`src/rtl/voice_allocator.sv`:
```
// Polyphony scheduler: scans one note key per cycle and maps pressed keys onto
// a small pool of voices, stealing the oldest voice when the pool is exhausted.
module voice_allocator #(
    parameter int NUM_KEYS   = 12,
    parameter int NUM_VOICES = 4,
    parameter int AGE_W      = 4
) (
    input  logic                    clk,
    input  logic                    rst,
    input  logic                    en,
    input  logic [NUM_KEYS-1:0]     keys,
    output logic [NUM_VOICES-1:0]   voice_active,
    output logic [4*NUM_VOICES-1:0] voice_note,
    output logic                    note_on,
    output logic                    note_off,
    output logic [1:0]              evt_voice,
    output logic [3:0]              evt_note
);

    localparam int SCAN_W = (NUM_KEYS > 1) ? $clog2(NUM_KEYS) : 1;
    localparam logic [AGE_W-1:0]  AGE_MAX  = '1;
    localparam logic [SCAN_W-1:0] SCAN_TOP = SCAN_W'(NUM_KEYS - 1);

    typedef enum logic [1:0] {
        KS_IDLE    = 2'd0,
        KS_PLAYING = 2'd1,
        KS_STOLEN  = 2'd2
    } key_state_t;

    logic [SCAN_W-1:0]       r_scan_idx;
    key_state_t              r_key_st    [NUM_KEYS];
    logic [1:0]              r_key_voice [NUM_KEYS];
    logic [NUM_VOICES-1:0]   r_voice_active;
    logic [4*NUM_VOICES-1:0] r_voice_note;
    logic [AGE_W-1:0]        r_age       [NUM_VOICES];
    logic                    r_note_on;
    logic                    r_note_off;
    logic [1:0]              r_evt_voice;
    logic [3:0]              r_evt_note;

    logic [SCAN_W-1:0]       w_scan_idx_next;
    key_state_t              w_key_st_next    [NUM_KEYS];
    logic [1:0]              w_key_voice_next [NUM_KEYS];
    logic [NUM_VOICES-1:0]   w_voice_active_next;
    logic [4*NUM_VOICES-1:0] w_voice_note_next;
    logic [AGE_W-1:0]        w_age_next       [NUM_VOICES];
    logic                    w_note_on_next;
    logic                    w_note_off_next;
    logic [1:0]              w_evt_voice_next;
    logic [3:0]              w_evt_note_next;

    logic                    w_pressed;
    logic                    w_free_found;
    logic [1:0]              w_free_v;
    logic [1:0]              w_old_v;
    logic [AGE_W-1:0]        w_old_age;
    logic [1:0]              w_alloc_v;
    logic [SCAN_W-1:0]       w_owner;

    // Victim selection: lowest free voice, else oldest (strict > keeps lowest on ties).
    always_comb begin
        w_free_found = 1'b0;
        w_free_v     = '0;
        w_old_v      = '0;
        w_old_age    = r_age[0];
        w_owner      = '0;
        for (int v = 0; v < NUM_VOICES; v++) begin
            if (!w_free_found && !r_voice_active[v]) begin
                w_free_found = 1'b1;
                w_free_v     = 2'(v);
            end
        end
        for (int v = 1; v < NUM_VOICES; v++) begin
            if (r_age[v] > w_old_age) begin
                w_old_age = r_age[v];
                w_old_v   = 2'(v);
            end
        end
        w_alloc_v = w_free_found ? w_free_v : w_old_v;
        for (int k = 0; k < NUM_KEYS; k++) begin
            if (r_key_st[k] == KS_PLAYING && r_key_voice[k] == w_alloc_v)
                w_owner = SCAN_W'(k);
        end
    end

    assign w_pressed = keys[r_scan_idx];

    always_comb begin
        w_scan_idx_next     = r_scan_idx;
        w_key_st_next       = r_key_st;
        w_key_voice_next    = r_key_voice;
        w_voice_active_next = r_voice_active;
        w_voice_note_next   = r_voice_note;
        w_age_next          = r_age;
        w_note_on_next      = 1'b0;
        w_note_off_next     = 1'b0;
        w_evt_voice_next    = '0;
        w_evt_note_next     = '0;
        if (en) begin
            w_scan_idx_next = (r_scan_idx == SCAN_TOP) ? '0 : r_scan_idx + 1'b1;
            case (r_key_st[r_scan_idx])
                KS_IDLE: begin
                    if (w_pressed) begin
                        if (!w_free_found) begin
                            w_key_st_next[w_owner] = KS_STOLEN;
                            w_note_off_next        = 1'b1;
                        end
                        for (int v = 0; v < NUM_VOICES; v++) begin
                            if (2'(v) == w_alloc_v)
                                w_age_next[v] = '0;
                            else if (r_voice_active[v] && r_age[v] != AGE_MAX)
                                w_age_next[v] = r_age[v] + AGE_W'(1);
                        end
                        w_voice_active_next[w_alloc_v]       = 1'b1;
                        w_voice_note_next[4*w_alloc_v +: 4]  = 4'(r_scan_idx);
                        w_key_st_next[r_scan_idx]            = KS_PLAYING;
                        w_key_voice_next[r_scan_idx]         = w_alloc_v;
                        w_note_on_next                       = 1'b1;
                        w_evt_voice_next                     = w_alloc_v;
                        w_evt_note_next                      = 4'(r_scan_idx);
                    end
                end
                KS_PLAYING: begin
                    if (!w_pressed) begin
                        w_voice_active_next[r_key_voice[r_scan_idx]] = 1'b0;
                        w_age_next[r_key_voice[r_scan_idx]]          = '0;
                        w_key_st_next[r_scan_idx]                    = KS_IDLE;
                        w_note_off_next                              = 1'b1;
                        w_evt_voice_next                             = r_key_voice[r_scan_idx];
                        w_evt_note_next                              = 4'(r_scan_idx);
                    end
                end
                KS_STOLEN: begin
                    if (!w_pressed)
                        w_key_st_next[r_scan_idx] = KS_IDLE;
                end
                default: ;
            endcase
        end
    end

    always_ff @(posedge clk) begin
        if (rst) begin
            r_scan_idx     <= '0;
            r_voice_active <= '0;
            r_voice_note   <= '0;
            r_note_on      <= 1'b0;
            r_note_off     <= 1'b0;
            r_evt_voice    <= '0;
            r_evt_note     <= '0;
            for (int k = 0; k < NUM_KEYS; k++) begin
                r_key_st[k]    <= KS_IDLE;
                r_key_voice[k] <= '0;
            end
            for (int v = 0; v < NUM_VOICES; v++)
                r_age[v] <= '0;
        end else begin
            r_scan_idx     <= w_scan_idx_next;
            r_key_st       <= w_key_st_next;
            r_key_voice    <= w_key_voice_next;
            r_voice_active <= w_voice_active_next;
            r_voice_note   <= w_voice_note_next;
            r_age          <= w_age_next;
            r_note_on      <= w_note_on_next;
            r_note_off     <= w_note_off_next;
            r_evt_voice    <= w_evt_voice_next;
            r_evt_note     <= w_evt_note_next;
        end
    end

    assign voice_active = r_voice_active;
    assign voice_note   = r_voice_note;
    assign note_on      = r_note_on;
    assign note_off     = r_note_off;
    assign evt_voice    = r_evt_voice;
    assign evt_note     = r_evt_note;

endmodule

```
`config.mk`:
```
export PLATFORM = sky130hd
export DESIGN_NAME = voice_allocator
export DESIGN_NICKNAME = d
export VERILOG_FILES = /design/src/rtl/voice_allocator.sv
export SDC_FILE = /design/constraint.sdc
export NUM_CORES = 1
export LEC_CHECK = 0
export ABC_CLOCK_PERIOD_IN_PS = 7350
export BUFFER_PORTS_ARGS = -buffer_cell sky130_fd_sc_hd__buf_2
export CAP_MARGIN = 0
export CORE_ASPECT_RATIO = 1.4
export CORE_MARGIN = 2
export CORE_UTILIZATION = 62
export CTS_BUF_LIST = sky130_fd_sc_hd__clkbuf_4
export DETAILED_ROUTE_END_ITERATION = 10
export PLACE_DENSITY = 0.81
export SYNTH_ARGS = -nofsm -noshare
export SYNTH_HDL_FRONTEND = slang
export SYNTH_SLANG_ARGS = --single-unit
export TNS_END_PERCENT = 20
```
`constraint.sdc`:
```
create_clock -name clk -period 7.35 [get_ports clk]
set_input_delay 1.47 -clock clk [delete_from_list [all_inputs] [get_ports clk]]
set_output_delay 1.47 -clock clk [all_outputs]
set_load 0.02 [all_outputs]
```
==> flow_summary.yaml <==
run_status:
  run_status: "completed"
detailed_routing:
  ant_nets: 0
  drcViolationCount: 0
  wl_um: 18100
  wl_per_cell_um: 19.3
  first_iter_violations: 530
  via_per_inst: 6.68
  firstDrtPassIters: 5
  via_count: 6262
cts:
  insertion_delay_ns: 0.50
  cts_made_buffers: 9
  cts_tree: "done"
  max-clock-path-buffers: 2
  ctsHtreeMaxLevel: 3
  ctsResizeCount: 0
  clkSinkCount: 96
  root_buffer: "clkbuf_4"
  holdBufCountCts: 0
  post_cts.repair.setup_buffers: 0
  clk_pin_slew_ns: 0.17
sta:
  fmax_ghz: 0.151
  finalCritPeriodShare_pct: 90.1
  grt_setup_unrepaired: "no"
  finClkSkew_ns: 0.0209
  setup_viol: 0
  finalHoldViolCount: 0
  tns_ns: 0
  maxSlewHeadroom_pct: 22.2
  fin_crit_ns: 6.62
  layout_setup_ws_ns: 0.728
  slew_violations: 0
  worstMarginPinSlew_ns: 1.17
layout:
  synthToLayoutAreaGrowth_pct: 5.77
  drive_above_1_share_pct: 13.3
  layout.cells.non_filler: 937
  fill_cells: 869
  fin_nets: 839
floorplan:
  io_pins: 43
  die_x_um: 90.0
  die_h_um: 124
  rows: 44
  die_area_sq_um: 11200
  start_util_pct: 62.7
  core_sq_um: 10200
synth:
  yosys_warnings: 0
  synth.distinct_cells: 78
  syn_nets: 832
  yosysSeqAreaShare_pct: 29.9
  synth_area_per_cell_sq_um: 8.17
  yosysTopAreaCell: "dfxtp_1"
  ys_ff_latch: 96
  synthDominantCellAreaShare_pct: 29.9
  syn_inst: 786
  async_reset_ff_share_pct: 0
  synth_area_leaders: "dfxtp_1 30%, ha_1 6.0%, a21oi_1 5.0%, mux4_2 4.6%, mux2i_1 4.4%"
  synth-edff-count: 0
  syn_area_sq_um: 6420
  synthFlopType: "dfxtp_1"
pwr:
  p_total_mw: 1.29
  ir_drop_mv: 0.109
  power.leakage_nw: 2.55
  power_density_nw_per_um2: 190
grt:
  grt_max_degree: 93
  antenna_found_initial: 1
  grt_pass1_vias: 6038
  grt_pass1_wl_um: 29300
  grt_usage_pct: 32.0
  overflow: 0
critical_path:
  critPathMaxFanout: 30
  crit_type: "flip-flop to flip-flop"
  cp-end-kind: "flip-flop"
  setup.worst_path.start_class: "flip-flop"
  crit_path_max_incr_delay_ns: 0.82
  crit_slowest_cell: "a31oi_4"
  crit_required_ns: 7.76
  cp_top_family: "compound AO/OA/AOI/OAI gates"
  crit_path_frequent_cell: "ha_1"
  path_buf_inv: 2
  crit_arrival_ns: 7.03
  cp_cell_sequence: "inv_1 > ha_1 > and4_1 > a21oi_1 > nor2_1 > a21oi_1 > ha_1 > a211oi_1 > nand2_1 > o211ai_1 > buf_4 > o21ai_0 > ha_1 > o21a_1 > o21ai_0 > or2_4 > a31oi_4 > xor2_1 > o311a_1 > o211ai_1 > nand2b_1 > a211oi_1 > a221oi_1"
placement:
  dp.cells: 920
  place_congestion: 0.904
  dp_hpwl_um: 12800
  place_worst_setup_slack_ns: 0.955
  io_buffer_count: 42
run:
  maxCapViolCount: 0
hold_path:
  hp-class: "flip-flop to flip-flop"
cells in the final DEF (no fill, tap or decap), types with 20 or more instances in the layout:
cell type / instances
dfxtp_1: 96
nor2_1: 72
buf_2: 42
o21ai_0: 38
nor3_1: 20
nand3_1: 50
ha_1: 31
nand2_1: 72
mux2i_1: 28
nor2b_1: 23
a21oi_1: 64
worst reg2reg max path, stage by stage, from the launching register on:
cell and delay (ns):
dfxtp_1 0.47, inv_1 0.07, ha_1 0.28, and4_1 0.20, a21oi_1 0.46, nor2_1 0.08
a21oi_1 0.20, ha_1 0.30, a211oi_1 0.28, nand2_1 0.10, o211ai_1 0.15, buf_4 0.29
o21ai_0 0.12, ha_1 0.38, o21a_1 0.16, o21ai_0 0.13, or2_4 0.33, a31oi_4 0.82
xor2_1 0.20, o311a_1 0.37, o211ai_1 0.51, nand2b_1 0.27, a211oi_1 0.07, a221oi_1 0.30
cell families after synthesis:
logic type	count (synthesis)	share of synthesized area, %
simple gates	330	26.1
compound gates	206	22.6
flops	96	29.9
buf+inv	70	4.64
mux	45	9.62
fa+ha+maj	31	6.04
xor+xnor	8	1.09
area by class of cell:
class,instances,area (sq um),share of cell area (%)
clock buffer,9,67.6,0.995
clock inverter,7,100,1.47
tap,138,173,2.54
multi-input combinational,620,4210,62.0
timing repair buffer,47,248,3.65
inverter,19,71.3,1.05
antenna,1,2.50,0.0368
sequential,96,1920,28.3
sequential cells by signal, indices dropped and copies added (netlist names):
name and count:
evt_note 4, evt_voice 2, note_off 1, note_on 1, r_age 16, r_key_st 24
r_key_voice 24, r_scan_idx 4, voice_active 4, voice_note 16
stage by stage:
stage          cell area, sq um  utilization, %  hold slack (ns)
2_1_floorplan              6420               -            0.450
3_3_place_gp               6620            64.7            0.436
3_5_place_dp               6620            64.7            0.443
4_1_cts                    6790            66.3            0.463
5_1_grt                    6790            66.3            0.485
6_report                   6790            66.3            0.460
path summary, 6_finish.rpt:
path / startpoint / end / slack, ns / cells past startpoint
max: r_age[8] / r_key_st[22] / 0.73 / 23
min: voice_note[1] / voice_note[1] / 0.46 / 2
max reg2reg: r_age[8] / r_key_st[22] / 0.73 / 23
min reg2reg: voice_note[1] / voice_note[1] / 0.46 / 2
layer usage:
layer  global-route usage (%)  share of wire (%)  vias to the layer above
li1                         -                  -                     2898
met1                     37.0                 39                     2992
met2                     54.7                 49                      299
met3                     6.41                6.8                       73
met4                     18.4                5.1                        0
met5                        0                  0                        -
Yosys cell counts (all sizes together), types with 6 or more instances:
master	n
a22oi	7
nand2b	13
o21ai	41
ha	31
nand3b	12
nor2	72
clkbuf	38
and3	10
nor2b	24
nor3	20
mux4	13
xnor2	6
nand2	72
buf	13
a221oi	6
dfxtp	96
a21oi	64
and2	17
a31oi	15
nand4	17
mux2i	28
a211oi	6
inv	19
o211ai	7
or3	8
nand3	50
a21boi	8
where the power goes:
group | internal (mW) | switching [mW] | leakage (nW)
combinational | 0.140 | 0.268 | 1.69
sequential | 0.534 | 0.0198 | 0.775
clock | 0.115 | 0.213 | 0.0886
Power figures use the tool's default switching activity.
